<file path="src/rtl/dot_product_seq.sv">
// Sequential dot-product engine: one W x W element product is accumulated per clock over N elements.
// Define DOT_PRODUCT_SAT_EN to make the accumulator saturate on overflow instead of wrapping.
module dot_product_seq #(
   parameter int N     = 6,
   parameter int W     = 1,
   parameter int ACC_W = 4
) (
   input  logic               clock,
   input  logic               reset,
   input  logic               start,
   input  logic               acc_mode,
   input  logic [N*W-1:0]     a_in,
   input  logic [N*W-1:0]     b_in,
   output logic               busy,
   output logic               done,
   output logic [ACC_W-1:0]   result,
   output logic               ovf
);

   localparam int CW = (N > 1) ? $clog2(N) : 1;

   typedef enum logic {IDLE, RUN} state_t;

   state_t              state_q, state_d;
   logic [N*W-1:0]      a_sh_q, a_sh_d, b_sh_q, b_sh_d;
   logic [ACC_W-1:0]    acc_q, acc_d, result_q, result_d;
   logic                of_q, of_d, ovf_q, ovf_d, done_q, done_d;
   logic [CW-1:0]       cnt_q, cnt_d;

   logic [2*W-1:0]      a_ext, b_ext, prod;
   logic [ACC_W:0]      prod_ext, sum;
   logic                carry;
   logic [ACC_W-1:0]    acc_next;

   always_comb begin
      a_ext    = {{W{1'b0}}, a_sh_q[W-1:0]};
      b_ext    = {{W{1'b0}}, b_sh_q[W-1:0]};
      prod     = a_ext * b_ext;
      prod_ext = '0;
      prod_ext[2*W-1:0] = prod;
      sum      = {1'b0, acc_q} + prod_ext;
      carry    = sum[ACC_W];
`ifdef DOT_PRODUCT_SAT_EN
      // once clamped, later adds of non-zero products carry again, so the clamp holds
      acc_next = carry ? {ACC_W{1'b1}} : sum[ACC_W-1:0];
`else
      acc_next = sum[ACC_W-1:0];
`endif
   end

   always_comb begin
      state_d  = state_q;
      a_sh_d   = a_sh_q;
      b_sh_d   = b_sh_q;
      acc_d    = acc_q;
      of_d     = of_q;
      cnt_d    = cnt_q;
      result_d = result_q;
      ovf_d    = ovf_q;
      done_d   = 1'b0;
      case (state_q)
         IDLE: begin
            if (start) begin
               a_sh_d  = a_in;
               b_sh_d  = b_in;
               acc_d   = acc_mode ? result_q : '0;
               of_d    = acc_mode ? ovf_q : 1'b0;
               cnt_d   = '0;
               state_d = RUN;
            end
         end
         RUN: begin
            acc_d  = acc_next;
            of_d   = of_q | carry;
            a_sh_d = a_sh_q >> W;
            b_sh_d = b_sh_q >> W;
            cnt_d  = cnt_q + 1'b1;
            if (cnt_q == CW'(N - 1)) begin
               result_d = acc_next;
               ovf_d    = of_q | carry;
               done_d   = 1'b1;
               cnt_d    = '0;
               state_d  = IDLE;
            end
         end
         default: state_d = IDLE;
      endcase
   end

   always_ff @(posedge clock) begin
      if (reset) begin
         state_q  <= IDLE;
         a_sh_q   <= '0;
         b_sh_q   <= '0;
         acc_q    <= '0;
         of_q     <= 1'b0;
         cnt_q    <= '0;
         result_q <= '0;
         ovf_q    <= 1'b0;
         done_q   <= 1'b0;
      end else begin
         state_q  <= state_d;
         a_sh_q   <= a_sh_d;
         b_sh_q   <= b_sh_d;
         acc_q    <= acc_d;
         of_q     <= of_d;
         cnt_q    <= cnt_d;
         result_q <= result_d;
         ovf_q    <= ovf_d;
         done_q   <= done_d;
      end
   end

   assign busy   = (state_q == RUN);
   assign done   = done_q;
   assign result = result_q;
   assign ovf    = ovf_q;

endmodule

</file>
<file path="config.mk">
export PLATFORM = sky130hd
export DESIGN_NAME = dot_product_seq
export DESIGN_NICKNAME = d
export VERILOG_FILES = /design/src/rtl/dot_product_seq.sv
export SDC_FILE = /design/constraint.sdc
export NUM_CORES = 1
export LEC_CHECK = 0
export ABC_AREA = 1
export BUFFER_PORTS_ARGS = -buffer_cell sky130_fd_sc_hd__buf_2
export CAP_MARGIN = 20
export CORE_UTILIZATION = 55
export DETAILED_ROUTE_END_ITERATION = 6
export PLACE_DENSITY = 0.91
export SKIP_LAST_GASP = 1
export SYNTH_ARGS = -nofsm -noshare
export SYNTH_HDL_FRONTEND = slang
export SYNTH_SLANG_ARGS = --single-unit
</file>
<file path="constraint.sdc">
create_clock -name clock -period 2.91 [get_ports clock]
set_clock_uncertainty 0.2 [all_clocks]
set_input_delay 0.291 -clock clock [delete_from_list [all_inputs] [get_ports clock]]
set_output_delay 0.291 -clock clock [all_outputs]
set_load 0.02 [all_outputs]
</file>
==> results of run 1 <==
[how the worst max path moves through the flow]
| stage | slack, ns | cells after the start | start | end |
|---|---|---|---|---|
| 6_report | 0.87 | 1 | busy | busy |
| 5_1_grt | 0.77 | 1 | busy | busy |
| 4_1_cts | 0.87 | 1 | busy | busy |
| 3_5_place_dp | 1.20 | 4 | busy | acc_q[2] |
| 3_3_place_gp | 1.24 | 4 | busy | acc_q[2] |
| 2_1_floorplan | 1.54 | 7 | b_sh_q[0] | acc_q[2] |
[metal layers]
layer  global-route usage (%)  up-vias  wire [um]
met5                        0        -          0
met4                     7.35        0         37
met3                     6.54        6        106
met2                     42.0       36       1280
met1                     23.9      521       1070
li1                         -      590          -
[through the flow]
step,total power (uW),std cells,setup WS [ns],cell area [um2]
floorplan,446,173,1.54,1230
global placement,460,216,1.24,1330
detailed placement,463,216,1.20,1330
CTS,630,222,0.865,1380
global route,656,222,0.774,1380
finish,624,222,0.872,1380
[cell type report]
type                            instances  area (um2)
Fill cell                             179         644
Inverter                               18        67.6
Sequential cell                        27         541
Clock inverter                          1        7.51
Timing Repair Buffer                   24         130
Tap cell                               27        33.8
Clock buffer                            3        22.5
Multi-Input combinational cell        122         576
[Yosys cell counts, drive strengths merged]
| cell type | number |
|---|---|
| a21oi | 9 |
| nand3 | 22 |
| nor2 | 8 |
| nand2 | 71 |
| nor3 | 1 |
| o21ai | 3 |
| buf | 4 |
| dfxtp | 27 |
| clkbuf | 2 |
| ha | 2 |
| o21a | 1 |
| nand4 | 2 |
| a31oi | 2 |
| inv | 18 |
| xor2 | 1 |
[flip-flops by register name (all words and copies together), names as in the netlist]
signal,cells
a_sh_q,6
acc_q,4
b_sh_q,6
busy,1
cnt_q,3
done,1
of_q,1
ovf,1
result,4
[kinds of logic after synthesis]
group / after synthesis
and+or+nand+nor: 104
buffers and inverters: 24
adders and majority gates: 2
AOI/OAI and AO/OA: 15
DFF: 27
xor gates and xnor gates: 1
[power groups by stage]
stage / logic (uW) / registers (uW) / clock network (uW)
2_1_floorplan: 49.4 / 397 / 0
3_3_place_gp: 57.5 / 403 / 0
3_5_place_dp: 59.2 / 404 / 0
4_1_cts: 61.5 / 396 / 173
5_1_grt: 70.9 / 398 / 187
6_report: 62.1 / 396 / 166
==> run_results.csv, run 1 <==
group,metric,value,unit
global_routing,grt_pass1_wl,4.28,mm
synth,post_synth_and_or_nand_nor_area_fraction,37.5,%
run,max_cap_violations,0,
pwr,sw_frac_of_total,26.5,%
synth,ys_seq_elements,27,
setup_path,r2r_end,"b_sh_q[0]",
global_routing,grt_pass1_vias,1055,
setup_path,critPathMaxStageDelay,0.91,ns
die,ios,23,
pwr,switchingPower,165,uW
placement,gp_congestion,0.904,
sta,grt_setup_unrepaired,"no",
pwr,seq_power_share,63.5,%
placement,numPortBuffers,22,
pwr,power.internal,459,uW
routing,drc,0,
sta,setup_viol,0,
setup_path,path_class,"reg2out",
synth,synth_nets,191,
hold_path,hold_path.startpoint,"a_in[4]",
sta,period_needed,2.04,ns
setup_path,critPathLaunchType,"register",
clocking,cts.repair.resized,0,
sta,finalHoldViolCount,0,
clocking,cts_buffers,3,
pwr,p_leak,0.000700,uW
sta,timing.setup.tns,0,ns
finish,drive_above_1_share,16.4,%
setup_path,cp_num_buf_inv,1,
clocking,post_cts_buffers,0,
clocking,clk_pin_slew_worst_paths,0.15,ns
routing,postRouteAntennaNets,0,
die,die_area,0.00243,mm2
sta,slew_viol_final,0,
setup_path,worst-path-max-fanout,20,
global_routing,grt_antenna_before_repair,0,
hold_path,hold_class,"in2reg",
global_routing,grt_max_degree,21,
setup_path,slowest_stage,"dfxtp_1",
synth,synth.avg_cell_area,7.11,um2
hold_path,min_path_cells,5,
setup_path,end_kind,"primary output",
synth,synth.distinct_cells,20,
finish,final_cell_mix,"71 x nand2_1, 27 x dfxtp_1, 22 x nand3_1, 22 x buf_2, 16 x inv_1",
clocking,insertion_delay,0.33,ns
sta,max_slew_margin,43.0,%
synth,synth_adder_area_share,2.03,%
sta,fin_crit_sh,70.0,%
clocking,cts-root-buf,"clkbuf_4",
synth,yosys.area.top_type_share,43.9,%
sta,hold_slack,0.0404,ns
synth,synth_area_leaders,"dfxtp_1 44%, nand2_1 22%, nand3_1 9.0%",
routing,drt_iter0_drc,26,
pwr,clockPowerShare,26.6,%
pwr,p_per_area,453,mW/mm2
die,num_rows,16,
synth,synth_top_family_by_area,"simple AND/OR/NAND/NOR gates",
setup_path,worstReg2RegStart,"busy",
setup_path,cp_cell_sequence,"buf_2",
routing,routed_wl,2.49,mm
synth,synth-compound-area-share,6.51,%
die,die_h,49.3,um
setup_path,path_delay_family,"flip-flops",
clocking,clock_sinks,27,
finish,n_antenna_cell,0,
synth,yosysWarnings,0,
setup_path,cp.required,2.42,ns
synth,ys_seq_area_share,43.9,%
synth,synth_area,0.00123,mm2
routing,routedWlPerCell,11.2,um
synth,synth.area.mux_share,0,%
finish,post-route-util,68.1,%
hold_path,min_to,"a_sh_q[4]",
setup_path,r2r_cells,5,
clocking,clk_path_buf_depth,2,
synth,yosys.area.top_type,"dfxtp_1",
synth,synth-xor-area-share,0.712,%
routing,detailroute.via_count,1153,
pwr,combPwrFrac,10.0,%
sta,tightest_slew,0.854,ns
outcome,status,"complete, no violations",
die,die_w,49.3,um
routing,vias_per_cell,5.19,
clocking,cts_hold_buf,2,
placement,place_hpwl,1.75,mm
sta,fmax,491,MHz
clocking,cts_tree,"built",
pwr,ir_drop,438,uV
global_routing,gr-total-overflow,0,
routing,dr.pass1.iters,4,
finish,final_common_cell,"nand2_1",
die,start_util,60.8,%
die,core,0.00202,mm2
finish,area_delta_synth_final,12.0,%
setup_path,rrSetupSlack,1.16,ns
global_routing,grt_usage,22.6,%
setup_path,cp.arrival,1.55,ns
finish,final_nets,214,
clocking,htreeDepth,1,
synth,netlist_instances,173,
(Power assumes the default switching activity.)
==> inputs of run 2 (changes only) <==
--- a/config.mk
+++ b/config.mk
@@ -5,12 +5,12 @@
 export SDC_FILE = /design/constraint.sdc
 export NUM_CORES = 1
 export LEC_CHECK = 0
-export ABC_AREA = 1
+export ABC_AREA = 0
 export BUFFER_PORTS_ARGS = -buffer_cell sky130_fd_sc_hd__buf_2
 export CAP_MARGIN = 20
-export CORE_UTILIZATION = 55
+export CORE_UTILIZATION = 53
 export DETAILED_ROUTE_END_ITERATION = 6
-export PLACE_DENSITY = 0.91
+export PLACE_DENSITY = 0.89
 export SKIP_LAST_GASP = 1
 export SYNTH_ARGS = -nofsm -noshare
 export SYNTH_HDL_FRONTEND = slang
==> constraint.sdc (replaced) <==
create_clock -name clock -period 1.9 [get_ports clock]
set_clock_uncertainty 0.2 [all_clocks]
set_input_delay 0.19 -clock clock [delete_from_list [all_inputs] [get_ports clock]]
set_output_delay 0.19 -clock clock [all_outputs]
set_load 0.02 [all_outputs]
==> run 2 against run 1 <==
Largest cell class unchanged. Cell count decreased by 24%. Total power grew 58%. Highest routed layer unchanged. Utilization fell by 1.3 points. Non-clock buffer count grew 3. Worst setup slack worse by 0.57 ns. Clock power rose by 49%. Routed wire length is 11% lower. Combinational power grew 120%. Via count shrank 17%. Synthesized area down 2.5%. Global-route usage fell by 2.5 points.
==> run_results.csv, run 2 <==
group,metric,value,unit
outcome,status,"complete, no violations",
die,start_util,58.7,%
routing,routed_wl,2.23,mm
clocking,clk_pin_slew_worst_paths,0.15,ns
synth,synth-main-ff-cell,"dfxtp_1",
placement,gp_congestion,0.785,
clocking,clock_sinks,27,
sta,timing.setup.tns,0,ns
synth,synth_edf_count,0,
clocking,cts_tree,"built",
sta,period_needed,1.60,ns
hold_path,hold_class,"in2reg",
synth,netlist_instances,120,
synth,synth_area,0.00120,mm2
die,die_area,0.00246,mm2
synth,ys_async_sr_fraction,0,%
finish,final_nets,161,
synth,synth.avg_cell_area,9.99,um2
synth,ys_seq_area_share,45.1,%
pwr,finalPower,988,uW
clocking,insertion_delay,0.33,ns
finish,drive_above_1_share,26.8,%
clocking,cts_buffers,3,
synth,yosysWarnings,0,
global_routing,grt_antenna_before_repair,0,
die,num_rows,16,
finish,final_common_cell,"dfxtp_1",
clocking,cts.repair.resized,0,
synth,synth_nets,138,
routing,vias_per_cell,5.65,
sta,hold_slack,0.0203,ns
global_routing,grt_pass1_wl,3.85,mm
die,ios,23,
pwr,ir_drop,517,uV
synth,ys_seq_elements,27,
setup_path,cp.arrival,1.61,ns
run,max_cap_violations,0,
placement,place_hpwl,1.54,mm
routing,drc,0,
setup_path,critPathLaunchType,"register",
routing,postRouteAntennaNets,0,
sta,slew_viol_final,0,
sta,tightest_slew,0.468,ns
finish,area_delta_synth_final,13.8,%
sta,fmax,625,MHz
sta,max_slew_margin,68.8,%
placement,numPortBuffers,22,
finish,reg_top3,"a_sh_q (6), b_sh_q (6)",
placement,dp_slack,0.327,ns
pwr,p_per_area,724,mW/mm2
synth,synth_area_leaders,"dfxtp_1 45%, mux2i_1 13%, mux2_2 9.4%",
sta,fin_crit_sh,84.2,%
clocking,cts-root-buf,"clkbuf_4",
die,die_h,49.6,um
clocking,clk_path_buf_depth,2,
setup_path,end_kind,"register",
synth,synth_common_cells,"27 x dfxtp_1, 18 x nor2_1, 16 x mux2i_1, 10 x mux2_2, 6 x a21oi_1",
clocking,htreeDepth,1,
sta,setup_viol,0,
global_routing,grt_max_degree,28,
finish,final_cell_mix,"27 x dfxtp_1, 22 x buf_2, 18 x nor2_1",
synth,synth.distinct_cells,27,
global_routing,grt_pass1_vias,902,
sta,grt_setup_unrepaired,"no",
global_routing,grt_usage,20.0,%
setup_path,cp.required,1.91,ns
synth,yosys.area.top_type_share,45.1,%
die,die_w,49.6,um
synth,yosys.cell_count.top_type,"dfxtp_1",
synth,yosys.area.top_type,"dfxtp_1",
die,core,0.00204,mm2
routing,detailroute.via_count,955,
pwr,p_leak,0.000572,uW
setup_path,worst-path-max-fanout,4,
routing,dr.pass1.iters,4,
finish,n_antenna_cell,0,
routing,drt_iter0_drc,14,
routing,routedWlPerCell,13.2,um
setup_path,path_class,"reg2reg",
sta,fin_ws,0.301,ns
global_routing,gr-total-overflow,0,
sta,finalHoldViolCount,0,
-- run 2: routing by layer --
layer	vias to the layer above	global-route usage, %	part of all wire (%)
met2	32	36.7	51
met4	0	5.24	0.58
met1	447	22.8	43
li1	474	-	-
met5	-	0	0
met3	2	4.94	5.0
-- run 2: layout make-up --
type                            count  area (um2)
Fill cell                         180         678
Timing Repair Buffer               27         155
Sequential cell                    27         541
Tap cell                           27        33.8
Clock buffer                        3        22.5
Multi-Input combinational cell     81         596
Clock inverter                      1        5.00
Inverter                            3        11.3
-- run 2: critical path, stage by stage, from the launching register on --
cell      delay, ns
dfxtp_1        0.33
and2_1         0.15
ha_1           0.19
ha_1           0.24
a31oi_1        0.26
a221oi_1       0.12
-- run 2: timing repair --
action	CTS	global route
hold endpoints to repair	5	0
endpoints found under the setup margin	0	0
setup buffers	0	0
hold buffers	3	0
-- run 2: power by group --
| part | internal (uW) | switching (uW) |
|---|---|---|
| registers | 592 | 14.4 |
| clock network | 79.1 | 169 |
| logic | 67.5 | 66.4 |
-- run 2: path summary, 6_finish.rpt --
kind	to	slack (ns)	cells after the start	start
worst min register to register	cnt_q[2]	0.30	2	cnt_q[2]
worst min-delay path	a_sh_q[1]	0.02	4	a_in[1]
worst max-delay path	of_q	0.30	5	b_sh_q[0]
worst max register to register	of_q	0.30	5	b_sh_q[0]
-- run 2: kinds of logic (layout without fill, tap and decap cells) --
kind of cell,count (synthesis),in the layout,synth area share [%]
buffers and inverters,12,34,5.22
adder cells (fa/ha/maj),2,2,2.09
flip-flops,27,27,45.1
AND/OR/NAND/NOR,35,35,14.6
AO/OA/AOI/OAI,16,16,8.77
multiplexers,26,26,22.8
XOR/XNOR,2,2,1.46
-- run 2: metrics by stage --
stage	area (um2)	cells	utilization, %
floorplan	1200	120	-
global placement	1310	162	64.0
detailed placement	1310	162	64.0
CTS	1360	169	66.8
global route	1360	169	66.8
finish	1360	169	66.8
